### src/rtl/sargantana_set_ram_ctrl.sv
// Single-port set RAM sequencer: clears all entries after reset or flush and
// arbitrates the port between refill writes and lookup reads (write wins).
module sargantana_set_ram_ctrl #(
    parameter int DATA_WIDTH = 256,
    parameter int ADDR_WIDTH = 6
) (
    input  logic                  clk_i,
    input  logic                  rst_i,
    input  logic                  flush_i,
    input  logic                  rd_req_i,
    input  logic [ADDR_WIDTH-1:0] rd_addr_i,
    output logic                  rd_gnt_o,
    output logic                  rd_valid_o,
    output logic [DATA_WIDTH-1:0] rd_data_o,
    input  logic                  wr_req_i,
    input  logic [ADDR_WIDTH-1:0] wr_addr_i,
    input  logic [DATA_WIDTH-1:0] wr_data_i,
    output logic                  wr_gnt_o,
    output logic                  busy_o,
    output logic                  ram_req_o,
    output logic                  ram_we_o,
    output logic [ADDR_WIDTH-1:0] ram_addr_o,
    output logic [DATA_WIDTH-1:0] ram_data_o,
    input  logic [DATA_WIDTH-1:0] ram_data_i
);

    typedef enum logic [1:0] {
        INIT  = 2'd0,
        IDLE  = 2'd1,
        FLUSH = 2'd2
    } state_t;

    localparam logic [ADDR_WIDTH-1:0] CNT_MAX = '1;

    state_t                state_q, state_d;
    logic [ADDR_WIDTH-1:0] cnt_q, cnt_d;
    logic                  rd_valid_q;

    always_ff @(posedge clk_i) begin
        if (rst_i) begin
            state_q    <= INIT;
            cnt_q      <= '0;
            rd_valid_q <= 1'b0;
        end else begin
            state_q    <= state_d;
            cnt_q      <= cnt_d;
            rd_valid_q <= rd_gnt_o;
        end
    end

    always_comb begin
        state_d    = state_q;
        cnt_d      = cnt_q;
        ram_req_o  = 1'b0;
        ram_we_o   = 1'b0;
        ram_addr_o = '0;
        ram_data_o = '0;
        rd_gnt_o   = 1'b0;
        wr_gnt_o   = 1'b0;
        busy_o     = 1'b0;
        if (rst_i) begin
            busy_o = 1'b1;
        end else begin
            case (state_q)
                INIT, FLUSH: begin
                    // Clear sweep: one zero write per cycle, requests and flush ignored
                    busy_o     = 1'b1;
                    ram_req_o  = 1'b1;
                    ram_we_o   = 1'b1;
                    ram_addr_o = cnt_q;
                    cnt_d      = cnt_q + 1'b1;
                    if (cnt_q == CNT_MAX) begin
                        cnt_d   = '0;
                        state_d = IDLE;
                    end
                end
                IDLE: begin
                    if (flush_i) begin
                        state_d = FLUSH;
                        cnt_d   = '0;
                    end else if (wr_req_i) begin
                        wr_gnt_o   = 1'b1;
                        ram_req_o  = 1'b1;
                        ram_we_o   = 1'b1;
                        ram_addr_o = wr_addr_i;
                        ram_data_o = wr_data_i;
                    end else if (rd_req_i) begin
                        rd_gnt_o   = 1'b1;
                        ram_req_o  = 1'b1;
                        ram_addr_o = rd_addr_i;
                    end
                end
                default: begin
                    state_d = INIT;
                    cnt_d   = '0;
                end
            endcase
        end
    end

    assign rd_valid_o = rd_valid_q & ~rst_i;
    assign rd_data_o  = rd_valid_o ? ram_data_i : '0;

endmodule

### config.mk
export PLATFORM = sky130hd
export DESIGN_NAME = sargantana_set_ram_ctrl
export DESIGN_NICKNAME = d
export VERILOG_FILES = /design/src/rtl/sargantana_set_ram_ctrl.sv
export SDC_FILE = /design/constraint.sdc
export NUM_CORES = 1
export LEC_CHECK = 0
export BUFFER_PORTS_ARGS = -buffer_cell sky130_fd_sc_hd__buf_2
export CORE_AREA = 2 2 406 408
export DETAILED_ROUTE_END_ITERATION = 8
export DIE_AREA = 0 0 408 410
export GPL_TIMING_DRIVEN = 0
export PLACE_DENSITY = 0.3
export SLEW_MARGIN = 20
export SYNTH_ARGS = -nofsm -noshare
export SYNTH_HDL_FRONTEND = slang
export SYNTH_SLANG_ARGS = --single-unit
### constraint.sdc
create_clock -name clk_i -period 1.4 [get_ports clk_i]
set_input_delay 0.21 -clock clk_i [delete_from_list [all_inputs] [get_ports clk_i]]
set_output_delay 0.21 -clock clk_i [all_outputs]
set_load 0.02 [all_outputs]
After elaboration in Yosys (flattened, before gate mapping). Cells that the tools add are included.

Memory bits (writable): 0. Output and inout port bits: 524. Bits in read-only memories: 0. Bits in registers: 9. Input port bits: 529. Word-level logic and storage cells: 47. Latch bits: 0. Memories: 0.

Order comparisons: 0. Shift-type cells: 0. Reduce and logical (&&, ||, !) cells: 3. Eq/ne operators: 5. Multiplexer cells: 33. Bitwise operators: 2. Multiply operators: 0. Add/subtract/negate cells: 1. Div/mod/pow operators: 0.

Operators by type and width (count): 2-to-1 mux 256 bit (5); 2-to-1 mux 6 bit (6); case mux 6 bit (2 select lines) (2); 2-to-1 mux 1 bit (15); adder 6 x 1 -> 6 bit (second input constant) (1); equality test 6 bit (second input constant) (1); 2-to-1 mux 2 bit (2); inequality test 2 bit (second input constant) (2); case mux 1 bit (2 select lines) (2); case mux 2 bit (2 select lines) (1); equality test 2 x 1 -> 1 bit (second input constant) (1); equality test 2 bit (second input constant) (1); zero test 2 bit (1); AND reduction 2 bit (1); OR reduction 2 bit (1); bitwise AND 1 bit (1); inverter 1 bit (1).

Longest topological paths before layout. Gate-level depths: netlist of run 1.

Depth in word-level cells: 5. Depth in mapped cells: 5. Mapped depth without buffers: 4.

Worst setup path after synthesis of run 1. No wires, ideal clock.

Kind: register to output. From: register state_q[1]. To: output port ram_addr_o[0]. Path buffers: 1. Stages on the path, launching flop included: 5. Data arrival time: 1367 ps. Slack: -177 ps. Data required time: 1190 ps. Cell sequence: dfxtp_1 nor3b_1 buf_2 nand3_1 a21oi_1.

Word-level cells in the longest chain between the ends: 4. Elaborated cells between the ends (all ways): 6.

RTL lines: start, declared (line 35) `state_t state_q, state_d;`; start signal, assigned (line 45) `state_q <= state_d;`; equality test 2 bit / zero test 2 bit (equally long branches) (line 64) `case (state_q)`; OR reduction 2 bit (line 64); case mux 6 bit (2 select lines) * (line 64); 2-to-1 mux 6 bit * (line 61) `if (rst_i) begin`; end, declared (line 22) `output logic [ADDR_WIDTH-1:0] ram_addr_o,`.

Every way passes the cells marked *; elsewhere a longest branch is shown, timed or not.

Worst setup path in the final report of run 1.
From: register state_q[1]. To: output port ram_data_o[156].

Word-level cells in the longest chain between the ends: 3.

RTL lines: equality test 2 x 1 -> 1 bit (line 64); 2-to-1 mux 256 bit (line 64); 2-to-1 mux 256 bit (line 61); end, declared (line 23) `output logic [DATA_WIDTH-1:0] ram_data_o,`.

No other way between the ends.

==> flow_summary_export.csv, run 1 <==
group,metric,value,unit
layout,finalInstanceArea,0.0152,sq mm
yosys,avgSynthCellArea,6.21,sq um
timing,drv_slew,0,
drt,wire_per_inst,24.8,microns
clocking,cts_max_path_buffers,2,
yosys,synth.net_count,1188,
drt,route.final.wire_length,98.1,mm
worst_setup_path,crit_path_end_kind,"primary output",
worst_setup_path,r2r_start,"state_q[1]",
status,status,"complete, but fails checks",
power,leakage,7.81,nW
timing,max_clock_freq,469,MHz
placed_design,pre_cts_slack,-1.61,ns
die,start_util,0.0250,
worst_setup_path,crit_chain,"and4bb_4 > and2b_4 > buf_12 > clkbuf_16 > buf_8 > and2_4 > buf_6",
clocking,clock_sinks,9,
timing,period_minus_slack,2.13,ns
yosys,synth-main-ff-cell,"dfxtp_1",
clocking,cts_tree,"done",
layout,nets,2274,
timing,relSlewSlack,0.534,
worst_setup_path,r2r_cells,8,
yosys,async_flop_share,0,
timing,worst_pin_slew,0.699,ns
yosys,synth_edf_count,0,
worst_setup_path,r2r_slack,-0.01,ns
die,die_h,410,microns
yosys,synth_top_area_frac,0.783,
global_route,grt_usage,0.109,
worst_setup_path,regToRegEndpoint,"cnt_q[3]",
timing,setup_viol,524,
global_route,grt_overflow,0,
drt,drc,0,
global_route,grt_first_pass_wirelength,115,mm
die,ioPinCount,1053,
die,dieArea,0.167,sq mm
placed_design,port_buffers,1051,
yosys,postSynthCellCount,658,
worst_hold_path,hold_path_end,"state_q[1]",
drt,dr.first_iter.drc_count,605,
status,failed_checks,"setup timing",
clocking,cts_buffers,3,
placed_design,dp.cells,3898,
drt,avgViaCountPerCell,2.45,
global_route,grt_pass1_vias,8668,
yosys,yosys-top-cells-count,"and2_1, clkbuf_1, buf_2, a21oi_1",
worst_hold_path,whs_path_depth,3,
yosys,synth_most_common_cell,"and2_1",
worst_setup_path,worstSetupPathType,"flop to primary output",
drt,ant_nets,0,
timing,rsz0062_at_grt,"true",
clocking,clk_pin_slew,0.04,ns
timing,fin_worst_skew,0.00377,ns
yosys,synth_cell_types,27,
timing,hold_viol,0,
layout,drive_above_1_share,0.811,
worst_setup_path,slowest_delay,0.33,ns
yosys,synth_area_leader_cell,"and2_1",
layout,finish.utilization,0.0932,
worst_setup_path,crit_family,"simple AND/OR/NAND/NOR gates",
global_route,antenna_found_initial,95,
worst_hold_path,hp-start,"flush_i",
layout,num-fill-cells,19400,
worst_setup_path,crit_buf_inv,4,
yosys,yosysWarnings,0,
worst_setup_path,critPathLaunchType,"flop",
yosys,synth_area_leaders,"and2_1, dfxtp_1, buf_2",
yosys,syn-cell-area,0.00409,sq mm
drt,route.vias.total,9675,
die,core,0.163,sq mm
drt,dr.pass1.iters,4,
clocking,clk_latency,0.24,ns
flow_run,drv_cap,0,
timing,holdWs,0.312,ns
timing,setup_slack,-0.733,ns
timing,finalCritPeriodShare,1.52,
worst_hold_path,min_path_type,"primary input to flop",
clocking,hold_buffers,0,
layout,layout.cells.non_filler,3955,
die,std_cell_rows,149,
yosys,synth_seq_cells,9,
global_route,grt_start_max_net_pins,11,
power,ir_worst_vdd,0.000305,V
clocking,htree_levels,1,
placed_design,hpwl,92.5,mm
placed_design,gp_congestion,0.986,
power,cellPowerDensity,116,mW/mm^2
worst_setup_path,critPathRequiredTime,1.19,ns
layout,syn2layout_area_growth,273,%
placed_design,placed_area,0.0125,sq mm
die,die_w,408,microns
worst_setup_path,cp_max_fo,7,
yosys,seq_area_frac_synth,0.0441,
worst_setup_path,critical-path-slowest-cell,"dfxtp_4",
worst_setup_path,critPathArrivalTime,1.92,ns
clocking,root_buffer,"clkbuf_16",
-- logic make-up after synthesis --
family,share of synthesized area
buf+inv,0.0688
flops,0.0441
simple gates,0.842
fa+ha+maj,0.00306
compound gates,0.0416
-- sequential cells by signal (all words and copies together), names as in the netlist --
name and flops:
rd_valid_q 1, state_q 2, cnt_q 6
-- layout by cell type, fill, tap and decap left out, types with 2 or more instances in the layout --
cell type and instances:
o21ai_0 5, nand2b_1 2, diode_2 23, a31oi_1 4, nand2_1 8, a21oi_2 6
nand3_1 6, and2_4 143, buf_8 39, buf_4 116, nand3_2 2, dfxtp_1 7
buf_6 137, clkbuf_8 14, buf_16 2, nor2_1 8, and2_2 113, buf_2 783
clkbuf_4 13, buf_12 17, nor2b_1 8, and2_1 256, clkbuf_16 17, clkbuf_2 4
clkbuf_1 5, a21oi_1 12
-- cell type report --
cell class / count / area (sq um) / share of cell area
tap: 2189 / 2740 / 0.180
buffer: 60 / 838 / 0.0550
clock buffer: 4 / 78.8 / 0.00517
timing repair buffer: 1083 / 7150 / 0.469
antenna: 23 / 57.6 / 0.00378
multi-input combinational: 587 / 4190 / 0.275
sequential: 9 / 185 / 0.0122
-- worst register-to-register path: stages (launching register included) --
cell	delay (ns)
dfxtp_4	0.33
buf_4	0.14
nor3b_4	0.17
buf_6	0.15
buf_12	0.14
buf_4	0.14
buf_4	0.11
nand2_1	0.05
a31oi_1	0.11
-- how the worst max path moves through the flow --
stage / startpoint / cells past startpoint / slack [ns] / endpoint
5_1_grt: state_q[1] / 7 / -0.75 / ram_data_o[156]
6_report: state_q[1] / 7 / -0.73 / ram_data_o[156]
3_5_place_dp: rst_i / 6 / -1.61 / rd_data_o[189]
4_1_cts: state_q[1] / 7 / -0.75 / ram_data_o[180]
2_1_floorplan: state_q[1] / 5 / -0.11 / ram_data_o[116]
3_3_place_gp: rst_i / 6 / -1.76 / rd_data_o[189]
-- power breakdown --
part	internal (W)	switching (W)
Sequential	0.000263	0.0000123
Combinational	0.000554	0.000423
Clock	0.000382	0.000139
-- through the flow --
stage               power (W)  TNS [ns]
global placement      0.00122   -532.77
detailed placement    0.00122   -494.75
finish                0.00177   -265.98
global route          0.00186   -298.20
CTS                   0.00176   -293.03
floorplan            0.000346    -35.60
-- repair_timing --
item	in CTS	in global routing
gates cloned	2	9
gates resized for setup	464	303
buffers inserted	19	3
pin swaps	13	30
endpoints found under the setup margin	533	529
endpoints found under the hold margin	0	0
-- metal layers --
metal / global-route usage / share of wire / wire [microns]
met1: 0.142 / 0.44 / 42700
met4: 0.00734 / 0.024 / 2310
met3: 0.0464 / 0.10 / 10100
met2: 0.173 / 0.44 / 42900
met5: 0 / 0.0015 / 149
No activity file was read; power rests on OpenSTA's default activity.
==> run 2, diff against run 1 <==
--- a/config.mk
+++ b/config.mk
@@ -6,11 +6,14 @@
 export NUM_CORES = 1
 export LEC_CHECK = 0
 export BUFFER_PORTS_ARGS = -buffer_cell sky130_fd_sc_hd__buf_2
-export CORE_AREA = 2 2 406 408
+export CELL_PAD_IN_SITES_DETAIL_PLACEMENT = 0
+export CELL_PAD_IN_SITES_GLOBAL_PLACEMENT = 2
+export CORE_AREA = 2 2 415 417
 export DETAILED_ROUTE_END_ITERATION = 8
-export DIE_AREA = 0 0 408 410
+export DIE_AREA = 0 0 417 419
 export GPL_TIMING_DRIVEN = 0
-export PLACE_DENSITY = 0.3
+export HOLD_SLACK_MARGIN = 0.15
+export PLACE_DENSITY = 0.38
 export SLEW_MARGIN = 20
 export SYNTH_ARGS = -nofsm -noshare
 export SYNTH_HDL_FRONTEND = slang
==> flow_summary_export.csv, run 2 (synthesized netlist as in run 1, its figures left out) <==
group,metric,value,unit
global_route,antenna_found_initial,124,
layout,drive_above_1_share,0.841,
worst_setup_path,r2r_start,"state_q[1]",
worst_setup_path,startpoint,"state_q[1]",
global_route,grt_first_pass_wirelength,143,mm
drt,route.vias.total,9736,
worst_hold_path,hp-start,"flush_i",
layout,largest_register_ffs,6,
drt,drc,0,
drt,top_layer_used,"met5",
drt,ant_nets,0,
clocking,clk_pin_slew,0.04,ns
status,status,"complete, but fails checks",
timing,finalCritPeriodShare,1.50,
worst_setup_path,crit_top_cell,"buf_12",
power,leakage,8.05,nW
clocking,clk_latency,0.24,ns
worst_setup_path,crit_path_end_kind,"primary output",
clocking,cts_tree,"done",
worst_setup_path,worstSetupPathType,"flop to primary output",
layout,mostFrequentLayoutCells,"buf_2, and2_1, and2_4",
worst_setup_path,critical-path-slowest-cell,"dfxtp_4",
placed_design,pre_cts_slack,-1.53,ns
power,cellPowerDensity,123,mW/mm^2
flow_run,drv_cap,0,
timing,setup_slack,-0.696,ns
die,start_util,0.0240,
die,die_w,417,microns
layout,final_common_cell,"buf_2",
drt,wl_met3,12.5,mm
die,dieArea,0.175,sq mm
worst_setup_path,cp_max_fo,10,
worst_hold_path,min_path_type,"primary input to flop",
layout,syn2layout_area_growth,293,%
layout,top_register,"cnt_q",
die,ioPinCount,1053,
layout,num-fill-cells,20100,
global_route,grt_pass1_vias,9111,
layout,nets,2290,
timing,period_minus_slack,2.10,ns
drt,m1WireLength,49.7,mm
placed_design,port_buffers,1051,
drt,dr.pass1.iters,4,
global_route,grt_start_max_net_pins,11,
layout,top_regs,"cnt_q: 6 flops, state_q: 2 flops, rd_valid_q: 1 flops",
worst_setup_path,critPathRequiredTime,1.19,ns
timing,drv_slew,0,
placed_design,gp_congestion,0.887,
drt,wire_per_inst,31.2,microns
timing,setup_viol,531,
timing,hold_viol,0,
timing,worst_pin_slew,0.754,ns
global_route,grt_overflow,0,
clocking,hold_buffers,0,
clocking,htree_levels,1,
worst_setup_path,crit_chain,"and4bb_4 > and2b_4 > buf_12 > buf_12 > buf_6 > and2_4 > buf_8",
power,p_total,0.00197,W
power,ir_worst_vdd,0.000185,V
drt,wl_met2,60.9,mm
drt,route.final.wire_length,125,mm
die,std_cell_rows,152,
clocking,root_buffer,"clkbuf_16",
drt,avgViaCountPerCell,2.43,
timing,relSlewSlack,0.498,
timing,fin_worst_skew,0.00264,ns
timing,max_clock_freq,477,MHz
clocking,clock_sinks,9,
clocking,cts_max_path_buffers,2,
clocking,cts_buffers,3,
drt,dr.first_iter.drc_count,556,
worst_setup_path,slowest_delay,0.33,ns
die,die_h,419,microns
worst_setup_path,critPathArrivalTime,1.89,ns
layout,layout.cells.non_filler,4014,
worst_setup_path,critPathLaunchType,"flop",
timing,rsz0062_at_grt,"true",
placed_design,dp.cells,3943,
die,core,0.171,sq mm
status,failed_checks,"setup timing",
global_route,grt_usage,0.134,
placed_design,hpwl,117,mm
## run 2: worst max-delay path: cells and delay by family (launching register included)
kind | cells | cell delay, ns
AND/OR/NAND/NOR | 3 | 0.69
buffers and inverters | 4 | 0.58
flip-flops | 1 | 0.33
## run 2: layout make-up
cell class | instances | area, sq um | share of cell area
buffer | 62 | 895 | 0.0557
antenna | 22 | 55.1 | 0.00343
tap | 2233 | 2790 | 0.174
clock inverter | 1 | 5.00 | 0.000312
timing repair buffer | 1097 | 7670 | 0.478
multi-input combinational | 587 | 4370 | 0.272
clock buffer | 3 | 75.1 | 0.00468
sequential | 9 | 184 | 0.0115
## run 2: routing by layer
| metal | up-vias | track usage |
|---|---|---|
| met1 | 4579 | 0.161 |
| met3 | 184 | 0.0525 |
| met5 | - | 0 |
| met2 | 714 | 0.234 |
| met4 | 38 | 0.00841 |
| li1 | 4221 | - |
## run 2: per-stage QoR
| stage | TNS (ns) | instance area, sq um | util | hold WS, ns |
|---|---|---|---|---|
| 4_1_cts | -310.03 | 15000 | 0.0878 | 0.298 |
| 2_1_floorplan | -35.60 | 4490 | - | 0.378 |
| 3_3_place_gp | -646.49 | 12500 | 0.0735 | 0.495 |
| 3_5_place_dp | -450.02 | 12600 | 0.0736 | 0.502 |
| 6_report | -279.58 | 16100 | 0.0941 | 0.319 |
| 5_1_grt | -317.58 | 16000 | 0.0938 | 0.362 |
## run 2: timing repair
| item | 4_1_cts | 5_1_grt |
|---|---|---|
| gates resized for setup | 667 | 278 |
| pin swaps | 32 | 53 |
| gates cloned | 8 | 9 |
| setup buffers | 25 | 5 |
| endpoints found under the setup margin | 533 | 533 |
## run 2: worst paths after layout
path	to	cells after the start	slack, ns
max reg2reg	cnt_q[3]	8	-0.06
min reg2reg	cnt_q[5]	2	0.52
min	state_q[1]	3	0.32
max	ram_data_o[47]	7	-0.70
## run 2: where the power goes
group	switching, W	internal [W]	leakage, nW
Sequential	0.0000125	0.000262	0.0739
Combinational	0.000591	0.000567	7.94
Clock	0.000157	0.000380	0.0410
==> run 3, diff against run 2 <==
--- a/config.mk
+++ b/config.mk
@@ -9,6 +9,7 @@
 export CELL_PAD_IN_SITES_DETAIL_PLACEMENT = 0
 export CELL_PAD_IN_SITES_GLOBAL_PLACEMENT = 2
 export CORE_AREA = 2 2 415 417
+export CTS_BUF_LIST = sky130_fd_sc_hd__clkbuf_4 sky130_fd_sc_hd__clkbuf_8
 export DETAILED_ROUTE_END_ITERATION = 8
 export DIE_AREA = 0 0 417 419
 export GPL_TIMING_DRIVEN = 0
==> flow_summary_export.csv, run 3 (synthesized netlist as in run 1, its figures left out) <==
group,metric,value,unit
status,status,"complete, but fails checks",
status,failed_checks,"setup timing",
power,ir_worst_vdd,0.000125,V
global_route,grt_overflow,0,
power,cellPowerDensity,111,mW/mm^2
worst_setup_path,critPathRequiredTime,1.19,ns
layout,final-seq-area,185,sq um
timing,period_minus_slack,2.12,ns
timing,max_clock_freq,473,MHz
global_route,antenna_found_initial,126,
drt,wire_per_inst,31.1,microns
worst_hold_path,min_path_type,"primary input to flop",
global_route,grt_start_max_net_pins,11,
layout,top_register,"cnt_q",
layout,layout.cells.non_filler,4010,
drt,route.vias.total,9685,
worst_setup_path,crit_family,"simple AND/OR/NAND/NOR gates",
die,dieArea,0.175,sq mm
layout,nets,2281,
drt,route.final.wire_length,125,mm
worst_setup_path,cp_max_fo,10,
timing,relSlewSlack,0.568,
global_route,grt_usage,0.134,
worst_setup_path,crit_chain,"and4bb_4 > and2b_4 > buf_12 > buf_16 > buf_8 > and2_4 > buf_6",
clocking,hold_buffers,0,
drt,avgViaCountPerCell,2.42,
drt,drc,0,
timing,holdWs,0.303,ns
layout,mostFrequentLayoutCells,"buf_2, and2_1, and2_4",
die,core,0.171,sq mm
timing,hold_viol,0,
die,die_h,419,microns
drt,dr.first_iter.drc_count,563,
die,ioPinCount,1053,
clocking,clk_latency,0.24,ns
power,comb_power_share,0.654,
power,p_switching,0.000733,W
layout,largest_register_ffs,6,
die,die_w,417,microns
worst_setup_path,critPathLaunchType,"flop",
clocking,cts_buffers,3,
power,p_sw_frac,0.418,
layout,final_common_cell,"buf_2",
power,leakage,7.93,nW
placed_design,dp.cells,3943,
flow_run,drv_cap,0,
drt,ant_nets,0,
worst_setup_path,critical-path-slowest-cell,"dfxtp_4",
layout,top_regs,"cnt_q: 6 flops, state_q: 2 flops, rd_valid_q: 1 flops",
die,start_util,0.0240,
timing,drv_slew,0,
timing,worst_pin_slew,0.648,ns
clocking,root_buffer,"clkbuf_8",
power,intPower,0.00102,W
placed_design,gp_congestion,0.887,
layout,drive_above_1_share,0.835,
layout,multi_input_area,0.00432,sq mm
placed_design,port_buffers,1051,
die,std_cell_rows,152,
timing,setup_viol,525,
clocking,clock_sinks,9,
worst_setup_path,crit_buf_inv,4,
worst_setup_path,worstSetupPathType,"flop to primary output",
clocking,cts_max_path_buffers,2,
layout,syn2layout_area_growth,285,%
layout,num-fill-cells,20100,
worst_setup_path,slowest_delay,0.34,ns
placed_design,hpwl,117,mm
worst_setup_path,critPathArrivalTime,1.91,ns
global_route,grt_first_pass_wirelength,142,mm
drt,dr.pass1.iters,4,
timing,setup_slack,-0.716,ns
timing,fin_worst_skew,0.00725,ns
timing,rsz0062_at_grt,"true",
clocking,cts_tree,"done",
global_route,grt_pass1_vias,9000,
power,clock_power_share,0.190,
timing,finalCritPeriodShare,1.51,
power,pwr-share-seq,0.156,
clocking,clk_pin_slew,0.05,ns
clocking,htree_levels,1,
worst_setup_path,crit_path_end_kind,"primary output",
==> run 3: cell types whose count changed in the layout (fill, tap and decap cells not counted), sizes merged <==
cell | previous run | this run
clkbuf | 50 | 59
buf | 1112 | 1094
diode | 22 | 27
==> run 3: metal layers <==
| layer | up-vias | part of all wire | track usage |
|---|---|---|---|
| met2 | 701 | 0.49 | 0.233 |
| met1 | 4550 | 0.40 | 0.163 |
| met5 | - | 0.0022 | 0 |
| met4 | 40 | 0.012 | 0.00860 |
| li1 | 4212 | - | - |
| met3 | 182 | 0.10 | 0.0485 |
==> run 3: layout make-up <==
cell class,instances,area share
Clock inverter,1,0.000318
Timing Repair Buffer,1088,0.478
Sequential cell,9,0.0117
Tap cell,2233,0.177
Multi-Input combinational cell,587,0.274
Antenna cell,27,0.00429
Buffer,62,0.0515
Clock buffer,3,0.00262
==> run 3: worst paths after layout <==
kind	startpoint	end	slack, ns	cells after the start
hold / removal	flush_i	state_q[1]	0.30	3
setup / recovery	state_q[1]	ram_data_o[120]	-0.72	7
setup reg to reg	cnt_q[2]	cnt_q[5]	-0.01	3
hold reg to reg	state_q[1]	state_q[1]	0.50	2
==> run 3: metrics by stage <==
stage	setup slack, ns	setup TNS, ns	util	instance area (sq um)	power, W
finish	-0.716	-282.61	0.0924	15800	0.00176
global route	-0.743	-324.86	0.0920	15700	0.00185
CTS	-0.768	-314.48	0.0849	14500	0.00177
global placement	-2.49	-646.49	0.0735	12500	0.00141
detailed placement	-1.53	-450.02	0.0736	12600	0.00140
floorplan	-0.114	-35.60	-	4490	0.000346
==> run 3: power groups by stage <==
stage	clock network, W	logic [W]	registers, W
after floorplan	0	0.0000688	0.000277
after global placement	0	0.00113	0.000281
after detailed placement	0	0.00112	0.000282
after CTS	0.000350	0.00114	0.000276
after global routing	0.000357	0.00122	0.000275
final	0.000333	0.00115	0.000274
==> run 3: worst min-delay path, cell delays in order <==
cell	delay (ns)
buf_2	0.14
nand4bb_1	0.09
o21ai_0	0.06
==> run 3: timing repair <==
| item | in CTS | in global routing |
|---|---|---|
| pin swaps | 13 | 53 |
| gates resized for setup | 562 | 351 |
| setup endpoints to repair | 533 | 530 |
| gates cloned | 7 | 10 |
| setup buffers | 13 | 6 |
